`config.mk`:
```
export PLATFORM = sky130hd
export DESIGN_NAME = ssd_scan_driver_flat
export DESIGN_NICKNAME = d
export VERILOG_FILES = /design/src/rtl/ssd_scan_driver_if.sv /design/src/rtl/ssd_scan_driver.sv /design/src/flat_wrapper.sv
export SDC_FILE = /design/constraint.sdc
export NUM_CORES = 1
export LEC_CHECK = 0
export BUFFER_PORTS_ARGS = -buffer_cell sky130_fd_sc_hd__buf_2
export CORE_ASPECT_RATIO = 1.25
export CORE_MARGIN = 2
export CORE_UTILIZATION = 57
export CTS_CLUSTER_DIAMETER = 80
export DETAILED_ROUTE_END_ITERATION = 12
export PLACE_DENSITY_LB_ADDON = 0.08
export SYNTH_ARGS = -nofsm -noshare
export SYNTH_HDL_FRONTEND = slang
export SYNTH_SLANG_ARGS = --single-unit
```
`constraint.sdc`:
```
create_clock -name clk -period 2.7 [get_ports clk]
set_input_delay 0.54 -clock clk [delete_from_list [all_inputs] [get_ports clk]]
set_output_delay 0.54 -clock clk [all_outputs]
set_load 0.03 [all_outputs]
```
`src/rtl/ssd_scan_driver_if.sv`:
```
// Bundles the display-side signals of the seven-segment scan driver.
//   value      : 16-bit hex word to display, digit 0 in value[3:0]
//   blank_lz   : 1 enables leading-zero blanking
//   seg7       : active-low segments {g,f,e,d,c,b,a}
//   select     : active-low digit enables, select[0] is the rightmost digit
//   frame_done : one-cycle pulse after each completed four-digit frame
// master: the word source and display consumer; slave: the scan driver itself.
interface ssd_scan_driver_if;
  logic [15:0] value;
  logic        blank_lz;
  logic [6:0]  seg7;
  logic [3:0]  select;
  logic        frame_done;

  modport master (
    output value,
    output blank_lz,
    input  seg7,
    input  select,
    input  frame_done
  );

  modport slave (
    input  value,
    input  blank_lz,
    output seg7,
    output select,
    output frame_done
  );
endinterface

```
`src/rtl/ssd_scan_driver.sv`:
```
// Time-multiplexed driver for a four-digit common-anode seven-segment display.
// Each digit owns REFRESH_DIV clock cycles. The first cycle of every slot is
// blanked so the previous digit's segments never bleed onto the new digit.
// The displayed word is captured only when the scan wraps from digit 3 back to
// digit 0, so one frame always shows a single coherent word.
// Ports:
//   clk : system clock, rising-edge
//   clr : asynchronous active-high reset
//   bus : ssd_scan_driver_if.slave (value, blank_lz in; seg7, select, frame_done out)
module ssd_scan_driver #(
  parameter int unsigned REFRESH_DIV = 50000  // clk cycles per digit slot, 2..65535
) (
  input logic              clk,
  input logic              clr,
  ssd_scan_driver_if.slave bus
);

  localparam logic [15:0] CntMax = 16'(REFRESH_DIV - 1);

  logic [15:0] cnt_q, cnt_d;
  logic [1:0]  idx_q, idx_d;
  logic [15:0] word_q, word_d;
  logic [3:0]  select_q, select_d;
  logic [6:0]  seg7_q, seg7_d;
  logic        frame_done_q, frame_done_d;

  logic       tick;
  logic       wrap;
  logic [3:0] nibble;
  logic       blank_digit;
  logic [6:0] glyph;

  assign tick = (cnt_q == CntMax);
  assign wrap = tick && (idx_q == 2'd3);

  // Nibble under the current index plus its leading-zero status: digit k is
  // blank when it and every digit above it are zero. Digit 0 always shows.
  always_comb begin
    nibble      = 4'h0;
    blank_digit = 1'b0;
    unique case (idx_q)
      2'd0: begin
        nibble      = word_q[3:0];
        blank_digit = 1'b0;
      end
      2'd1: begin
        nibble      = word_q[7:4];
        blank_digit = (word_q[15:4] == 12'h000);
      end
      2'd2: begin
        nibble      = word_q[11:8];
        blank_digit = (word_q[15:8] == 8'h00);
      end
      2'd3: begin
        nibble      = word_q[15:12];
        blank_digit = (word_q[15:12] == 4'h0);
      end
      default: begin
        nibble      = 4'h0;
        blank_digit = 1'b0;
      end
    endcase
    blank_digit = blank_digit && bus.blank_lz;
  end

  // Active-low hex glyphs, bit order {g,f,e,d,c,b,a}.
  always_comb begin
    glyph = 7'b1111111;
    unique case (nibble)
      4'h0: glyph = 7'b1000000;
      4'h1: glyph = 7'b1111001;
      4'h2: glyph = 7'b0100100;
      4'h3: glyph = 7'b0110000;
      4'h4: glyph = 7'b0011001;
      4'h5: glyph = 7'b0010010;
      4'h6: glyph = 7'b0000010;
      4'h7: glyph = 7'b1111000;
      4'h8: glyph = 7'b0000000;
      4'h9: glyph = 7'b0010000;
      4'hA: glyph = 7'b0001000;
      4'hB: glyph = 7'b0000011;
      4'hC: glyph = 7'b1000110;
      4'hD: glyph = 7'b0100001;
      4'hE: glyph = 7'b0000110;
      4'hF: glyph = 7'b0001110;
      default: glyph = 7'b1111111;
    endcase
  end

  always_comb begin
    cnt_d        = tick ? 16'h0000 : cnt_q + 16'h0001;
    idx_d        = tick ? idx_q + 2'd1 : idx_q;
    word_d       = wrap ? bus.value : word_q;
    frame_done_d = wrap;
    select_d     = 4'b1111;
    seg7_d       = 7'b1111111;
    // Outputs for the slot follow the index one cycle late; the tick cycle
    // itself is the anti-ghosting blank.
    if (!tick && !blank_digit) begin
      select_d = ~(4'b0001 << idx_q);
      seg7_d   = glyph;
    end
  end

  always_ff @(posedge clk or posedge clr) begin
    if (clr) begin
      cnt_q        <= 16'h0000;
      idx_q        <= 2'd0;
      word_q       <= 16'h0000;
      select_q     <= 4'b1111;
      seg7_q       <= 7'b1111111;
      frame_done_q <= 1'b0;
    end else begin
      cnt_q        <= cnt_d;
      idx_q        <= idx_d;
      word_q       <= word_d;
      select_q     <= select_d;
      seg7_q       <= seg7_d;
      frame_done_q <= frame_done_d;
    end
  end

  assign bus.select     = select_q;
  assign bus.seg7       = seg7_q;
  assign bus.frame_done = frame_done_q;

endmodule

```
`src/flat_wrapper.sv`:
```
// flat-port wrapper written by rule: the top's interface ports become plain ports
module ssd_scan_driver_flat 
#(
  parameter int unsigned REFRESH_DIV = 50000                                        
)
  (clk, clr, bus_value, bus_blank_lz, bus_seg7, bus_select, bus_frame_done);
  ssd_scan_driver_if bus_i ();
  input logic clk;
  input logic clr;
  input wire logic [$bits(bus_i.value)-1:0] bus_value;
  input wire logic [$bits(bus_i.blank_lz)-1:0] bus_blank_lz;
  output wire logic [$bits(bus_i.seg7)-1:0] bus_seg7;
  output wire logic [$bits(bus_i.select)-1:0] bus_select;
  output wire logic [$bits(bus_i.frame_done)-1:0] bus_frame_done;
  assign bus_i.value = bus_value;
  assign bus_i.blank_lz = bus_blank_lz;
  assign bus_seg7 = bus_i.seg7;
  assign bus_select = bus_i.select;
  assign bus_frame_done = bus_i.frame_done;
  ssd_scan_driver #(.REFRESH_DIV(REFRESH_DIV)) u_core (.clk(clk), .clr(clr), .bus(bus_i));
endmodule
```
==> reports/qor.log, run 1 <==
[sta] Hold Violations, Final 0
[sta] portion of the clock cycle consumed by the worst path in the final layout 0.861
[worst_setup_path] signal arrival time at the worst endpoint 2540 ps
[clocking] number of buffers created by CTS 5
[place] routability-driven placement congestion ratio 0.930
[routing] average detailed-routed wire length per instance 15.7 um
[worst_setup_path] Max FO, Critical Path 11
[place] Port-buffer cells 30
[synth] post-synthesis cell area 0.00230 mm2
[synth] Synth top area share 0.380
[floorplan] Rows 25
[global_routing] number of global-route vias before repair 1712
[global_routing] pin count of the biggest net entering global routing 31
[layout] Area growth syn-to-layout 12.2%
[synth] multiplexer area fraction after synthesis 0.124
[clocking] clock-pin slew on the worst setup and hold paths 80 ps
[clocking] CTS tree yes
[clocking] Clk Latency, worst-skew pair 300 ps
[worst_setup_path] type of the worst setup path reg -> reg
[sta] TNS Setup 0 ps
[pwr] P per Cell Area 480 mW/mm2
[clocking] Num Clock Sinks 46
[worst_setup_path] Critical R2R Capture u_core.bus.seg7[3]
[clocking] count of H-tree levels built during CTS 2
[synth] total of flip-flops plus latches after synthesis 46
[sta] post-route worst hold slack 220 ps
[global_routing] Global Route met1 Usage 0.249
[layout] final net count 263
[synth] count of warnings emitted by yosys 0
[synth] area leader, netlist sky130_fd_sc_hd__dfrtp_1
[layout] most common cell after layout, fill and taps aside sky130_fd_sc_hd__dfrtp_1
[hold_path] Hold Crit Class in -> async
[synth] average instance area after synthesis 11.6 um2
[routing] final routed DRC violation total 0
[routing] initial detailed-routing violation count 64
[synth] adder-cell share of the synthesized area 0.0652
[worst_setup_path] gate family responsible for the most delay along the worst path adder cells
[worst_setup_path] slowest CP cell sky130_fd_sc_hd__ha_1
[global_routing] number of antenna violations at the first check in global routing 0
[routing] detail-routed via count per cell 5.59
[sta] # setup viols final 0
[global_routing] grt ovf 0
[floorplan] top-level I/O count 31
[layout] share of cells above drive strength 1 0.313
[global_routing] GR Util met2 0.419
[synth] compound-cell area share of the yosys netlist 0.0935
[sta] headroom to the max-slew limit 0.593
[routing] total vias in the final route 1605
[worst_setup_path] kind of launch point of the worst setup path flip-flop
[synth] proportion of synthesized chip area in sequential cells 0.506
[clocking] number of hold buffers added after CTS 0
[worst_setup_path] critical path required time 2920 ps
[routing] Detailed Routing Iterations Pass 1 5
[floorplan] Initial Util 0.603
[worst_setup_path] cell-by-cell listing of the critical path inv_1, ha_1, mux2i_1, inv_1, ha_1, nand2_1, o21ai_0, a21oi_1, o211ai_1, o211ai_1
[sta] RSZ-0062 raised after global routing false
[sta] shortest clock period the worst path allows after layout 2330 ps
[synth] simple logic cell fraction of the synthesized area 0.135
[worst_setup_path] WP buf/inv 2
[global_routing] global-route wire length before repair 7.67 mm
[global_routing] total routing resource utilization after global routing 0.231
[floorplan] Floorplan Core Area 0.00382 mm2
[synth] Synth Net Count 230
[sta] slew of the pin with the lowest slew margin 607 ps
[global_routing] Top Usage Layer GRT met2
[worst_setup_path] startpoint of the most critical register-to-register path u_core.idx_q[0]
[clocking] Post-CTS Resized 0
[layout] leading cell types in the layout, fill and taps excluded 35 x sky130_fd_sc_hd__dfrtp_1, 30 x sky130_fd_sc_hd__buf_2, 17 x sky130_fd_sc_hd__nand2_1
[clocking] buffers inserted during post-CTS setup optimization 0
[run_status] run status completed
[global_routing] global-route track usage on met3 0.0498
[layout] final antenna diode count 0
[routing] number of antenna-violating nets in the routed design 0
[synth] XOR/XNOR share of the synthesized area 0.0418
[synth] dominant combinational cell family by area after synthesis simple AND/OR/NAND/NOR gates
[floorplan] Die Area 0.00457 mm2
[synth] gate count after technology mapping 199
[worst_setup_path] cells on worst reg2reg path 10
[floorplan] die width 60.8 um
[sta] Slew Limit Fails 0
[place] post-DP HPWL 3.48 mm
[clocking] CTS Buffer Depth 2
[floorplan] vertical extent of the die 75.1 um
[worst_setup_path] delay of the slowest cell on the worst path 410 ps
[sta] FMAX 430 MHz
[pwr] leakage dissipation 0.00124 uW
[job] number of max-cap violations 0
[synth] top post-synthesis cells by area sky130_fd_sc_hd__dfrtp_1 38%, sky130_fd_sc_hd__dfstp_2 13%, sky130_fd_sc_hd__ha_1 6.5%
[worst_setup_path] nature of the critical path endpoint flip-flop
[place] Placed Instances 279
[layout] number of standard cells in the final layout excluding fillers 287
[clocking] root cell of the clock tree sky130_fd_sc_hd__clkbuf_8
[worst_setup_path] slack of the worst reg-to-reg path 370 ps
[pwr] worst IR drop on VDD 0.337 mV
[sta] post-route clock skew 10.5 ps
[synth] number of distinct library cell variants in the gate-level netlist after synthesis 43
[routing] DRT Wirelength 4.51 mm
-- layout make-up --
type                    count  area (um2)
repair buffers             33         173
multi-input cells         136        1060
inverters                  10        37.5
fillers                   324        1230
clock buffers               6        72.6
well taps                  54        67.6
flip-flops and latches     46        1160
clock inverters             2        10.0
-- layer usage --
| metal | vias up | part of all wire |
|---|---|---|
| met4 | 0 | 0.026 |
| met5 | - | 0 |
| met2 | 45 | 0.56 |
| met3 | 13 | 0.031 |
| met1 | 782 | 0.38 |
| li1 | 765 | - |
-- cell families after synthesis --
kind of cell	count (synthesis)
muxes	23
and+or+nand+nor	59
adders and majority gates	12
buffers and inverters	17
AOI/OAI and AO/OA	31
DFF	46
xor gates and xnor gates	11
-- cell usage after synthesis (all sizes together) --
cell	number
a22o	2
nor2	11
xnor2	7
a21oi	9
buf	5
and2	2
nand2	18
inv	10
ha	12
o21ai	4
xor2	4
nor4	1
and4	1
o22a	1
dfstp	11
clkbuf	2
o21bai	1
nand3	9
a22oi	3
or3	1
dfrtp	35
o211ai	3
o311ai	1
or4	1
mux2i	6
a31oi	2
and3	3
nor2b	2
mux2	17
o221ai	2
nor4b	2
o31ai	1
a222oi	2
nand4	1
nor3	5
nand2b	2
-- power by group --
group | internal, uW | total [uW] | switching, uW
Sequential | 716 | 729 | 13.0
Combinational | 49.1 | 117 | 68.3
Clock | 179 | 393 | 214
-- registers in the layout, summed over array words and instances, names as in the netlist --
register / cells
u_core.idx_q: 2
u_core.bus.select: 4
u_core.cnt_q: 16
u_core.bus.seg7: 7
u_core.word_q: 16
u_core.bus.frame_done: 1
-- worst max path at each step --
stage	startpoint	end	slack [ps]	cells after the start
global placement	u_core.idx_q[0]	u_core.bus.seg7[3]	520	10
CTS	u_core.idx_q[0]	u_core.bus.seg7[3]	370	10
floorplan	u_core.idx_q[0]	u_core.bus.seg7[3]	250	11
detailed placement	u_core.idx_q[0]	u_core.bus.seg7[3]	400	10
finish	u_core.idx_q[0]	u_core.bus.seg7[3]	370	10
global route	u_core.idx_q[0]	u_core.bus.seg7[3]	100	10
-- per-stage QoR --
stage | utilization | total power (uW) | setup slack, ps | area [um2]
after floorplan | - | 820 | 250 | 2300
after global placement | 0.655 | 857 | 522 | 2500
after detailed placement | 0.655 | 861 | 401 | 2500
after CTS | 0.677 | 1250 | 372 | 2580
after global routing | 0.677 | 1300 | 104 | 2580
final | 0.677 | 1240 | 374 | 2580
(Power assumes the default switching activity.)
==> run 2: changes to the inputs <==
--- a/config.mk
+++ b/config.mk
@@ -12,6 +12,7 @@
 export CTS_CLUSTER_DIAMETER = 80
 export DETAILED_ROUTE_END_ITERATION = 12
 export PLACE_DENSITY_LB_ADDON = 0.08
+export RECOVER_POWER = 25
 export SYNTH_ARGS = -nofsm -noshare
 export SYNTH_HDL_FRONTEND = slang
 export SYNTH_SLANG_ARGS = --single-unit
==> constraint.sdc (replaced) <==
create_clock -name clk -period 2.2 [get_ports clk]
set_input_delay 0.44 -clock clk [delete_from_list [all_inputs] [get_ports clk]]
set_output_delay 0.44 -clock clk [all_outputs]
set_load 0.03 [all_outputs]
==> run 2 against run 1 <==
Die area stayed put. Clock power is 40% higher. Maximum frequency is 10% higher. First-iteration DRC count is 70% higher. Count of clock-buffer cells in the layout is 1 higher. Non-clock buffer count is 11 higher. Global-route usage is 1.1 points higher.
==> reports/qor.log, run 2 (synthesized netlist as in run 1, its figures left out) <==
[run_status] run status completed
[clocking] clock-pin slew on the worst setup and hold paths 80 ps
[layout] leading cell types in the layout, fill and taps excluded 33 x sky130_fd_sc_hd__dfrtp_1, 30 x sky130_fd_sc_hd__buf_2, 16 x sky130_fd_sc_hd__nand2_1
[job] number of max-cap violations 0
[place] Port-buffer cells 30
[routing] DRT Wirelength 4.93 mm
[global_routing] pin count of the biggest net entering global routing 47
[sta] final worst slack 93.9 ps
[layout] Area growth syn-to-layout 21.0%
[clocking] CTS Buffer Depth 2
[worst_setup_path] cell-by-cell listing of the critical path ha_4, a222oi_1, mux2i_4, inv_2, ha_2, o21ai_1, a21oi_1, o211ai_1, o211ai_1
[worst_setup_path] Max FO, Critical Path 6
[sta] slew of the pin with the lowest slew margin 1090 ps
[worst_setup_path] most frequent cell on the critical path sky130_fd_sc_hd__o211ai_1
[sta] FMAX 475 MHz
[routing] number of antenna-violating nets in the routed design 0
[floorplan] top-level I/O count 31
[global_routing] total routing resource utilization after global routing 0.243
[routing] detail-routed via count per cell 5.67
[sta] headroom to the max-slew limit 0.276
[sta] post-route clock skew 5.49 ps
[sta] portion of the clock cycle consumed by the worst path in the final layout 0.957
[hold_path] Hold Crit Class in -> reg
[clocking] CTS tree yes
[floorplan] die width 60.8 um
[place] post-DP HPWL 3.53 mm
[routing] routed length on met2 2.88 mm
[worst_setup_path] delay of the slowest cell on the worst path 470 ps
[sta] shortest clock period the worst path allows after layout 2110 ps
[worst_setup_path] kind of launch point of the worst setup path flip-flop
[layout] final antenna diode count 0
[global_routing] number of global-route vias before repair 1758
[place] routability-driven placement congestion ratio 0.917
[floorplan] Initial Util 0.603
[pwr] leakage dissipation 0.00129 uW
[layout] share of the core filled with cells in the final layout 0.730
[routing] total vias in the final route 1690
[routing] average detailed-routed wire length per instance 16.5 um
[pwr] P per Cell Area 577 mW/mm2
[worst_setup_path] type of the worst setup path reg -> reg
[worst_setup_path] signal arrival time at the worst endpoint 2330 ps
[layout] share of cells above drive strength 1 0.426
[sta] RSZ-0062 raised after global routing true
[clocking] root cell of the clock tree sky130_fd_sc_hd__clkbuf_8
[worst_setup_path] nature of the critical path endpoint flip-flop
[sta] # setup viols final 0
[floorplan] Floorplan Core Area 0.00382 mm2
[global_routing] global-route wire length before repair 7.95 mm
[place] worst setup slack before clock tree synthesis -54.0 ps
[sta] Hold Violations, Final 0
[routing] Detailed Routing Iterations Pass 1 4
[sta] Slew Limit Fails 0
[pwr] total chip power 1610 uW
[pwr] worst IR drop on VDD 0.399 mV
[routing] final routed DRC violation total 0
[clocking] number of buffers created by CTS 5
[routing] amount of wire on met3 after detailed routing 166 um
[clocking] Clk Latency, worst-skew pair 300 ps
[worst_setup_path] slowest CP cell sky130_fd_sc_hd__dfrtp_2
[routing] uppermost signal routing layer after detailed routing met4
[global_routing] number of antenna violations at the first check in global routing 0
[worst_setup_path] critical path required time 2420 ps
[clocking] Num Clock Sinks 46
[floorplan] Die Area 0.00457 mm2
[floorplan] Rows 25
[routing] initial detailed-routing violation count 109
[routing] met1 wire length 1.80 mm
[layout] final net count 274
[clocking] count of H-tree levels built during CTS 2
[floorplan] vertical extent of the die 75.1 um
[global_routing] grt ovf 0
[layout] most common cell after layout, fill and taps aside sky130_fd_sc_hd__dfrtp_1
run 2: area by class of cell:
class	count	area (um2)
fill	271	1030
multi-input combinational	136	1150
sequential	46	1170
clock buffer	7	96.3
clock inverter	1	3.75
timing repair buffer	44	260
inverter	10	40.0
tap	54	67.6
run 2: final timing paths:
path	from	to	slack (ps)	depth (start not counted)
max	u_core.idx_q[0]	u_core.bus.seg7[3]	90	9
min	bus_value[11]	u_core.word_q[11]	370	2
max reg2reg	u_core.idx_q[0]	u_core.bus.seg7[3]	90	9
min reg2reg	u_core.cnt_q[0]	u_core.cnt_q[0]	490	1
max in group asynchronous	clr	u_core.idx_q[1]	990	3
min in group asynchronous	clr	u_core.cnt_q[1]	480	3
run 2: critical path: cells and delay by family (launching register included):
family	cells	cell delay [ps]
AOI/OAI and AO/OA	5	840
muxes	1	130
buffers and inverters	1	120
DFF	1	470
adders and majority gates	2	480
run 2: per-stage QoR:
step,area (um2),hold WS [ps],instances,TNS (ps)
2_1_floorplan,2320,446,199,0
3_3_place_gp,2560,462,285,0
3_5_place_dp,2560,476,285,-73.4
4_1_cts,2680,285,294,0
5_1_grt,2790,362,298,-50.7
6_report,2790,369,298,0
run 2: power by group:
group	total [uW]	internal, uW	switching [uW]
logic	159	68.8	89.7
registers	896	879	17.1
clock network	552	282	270
run 2: what timing repair did:
item                                    CTS  global route
gates resized for setup                   6            20
endpoints found under the hold margin     0             0
setup buffers                             1             4
endpoints found under the setup margin    4             6
hold buffers                              0             0
pin swaps                                 2             5
run 2: per-layer routing:
layer  vias to the layer above  GRT usage
li1                        783          -
met4                         0      0.118
met5                         -          0
met3                         8     0.0515
met2                        41      0.442
met1                       858      0.260
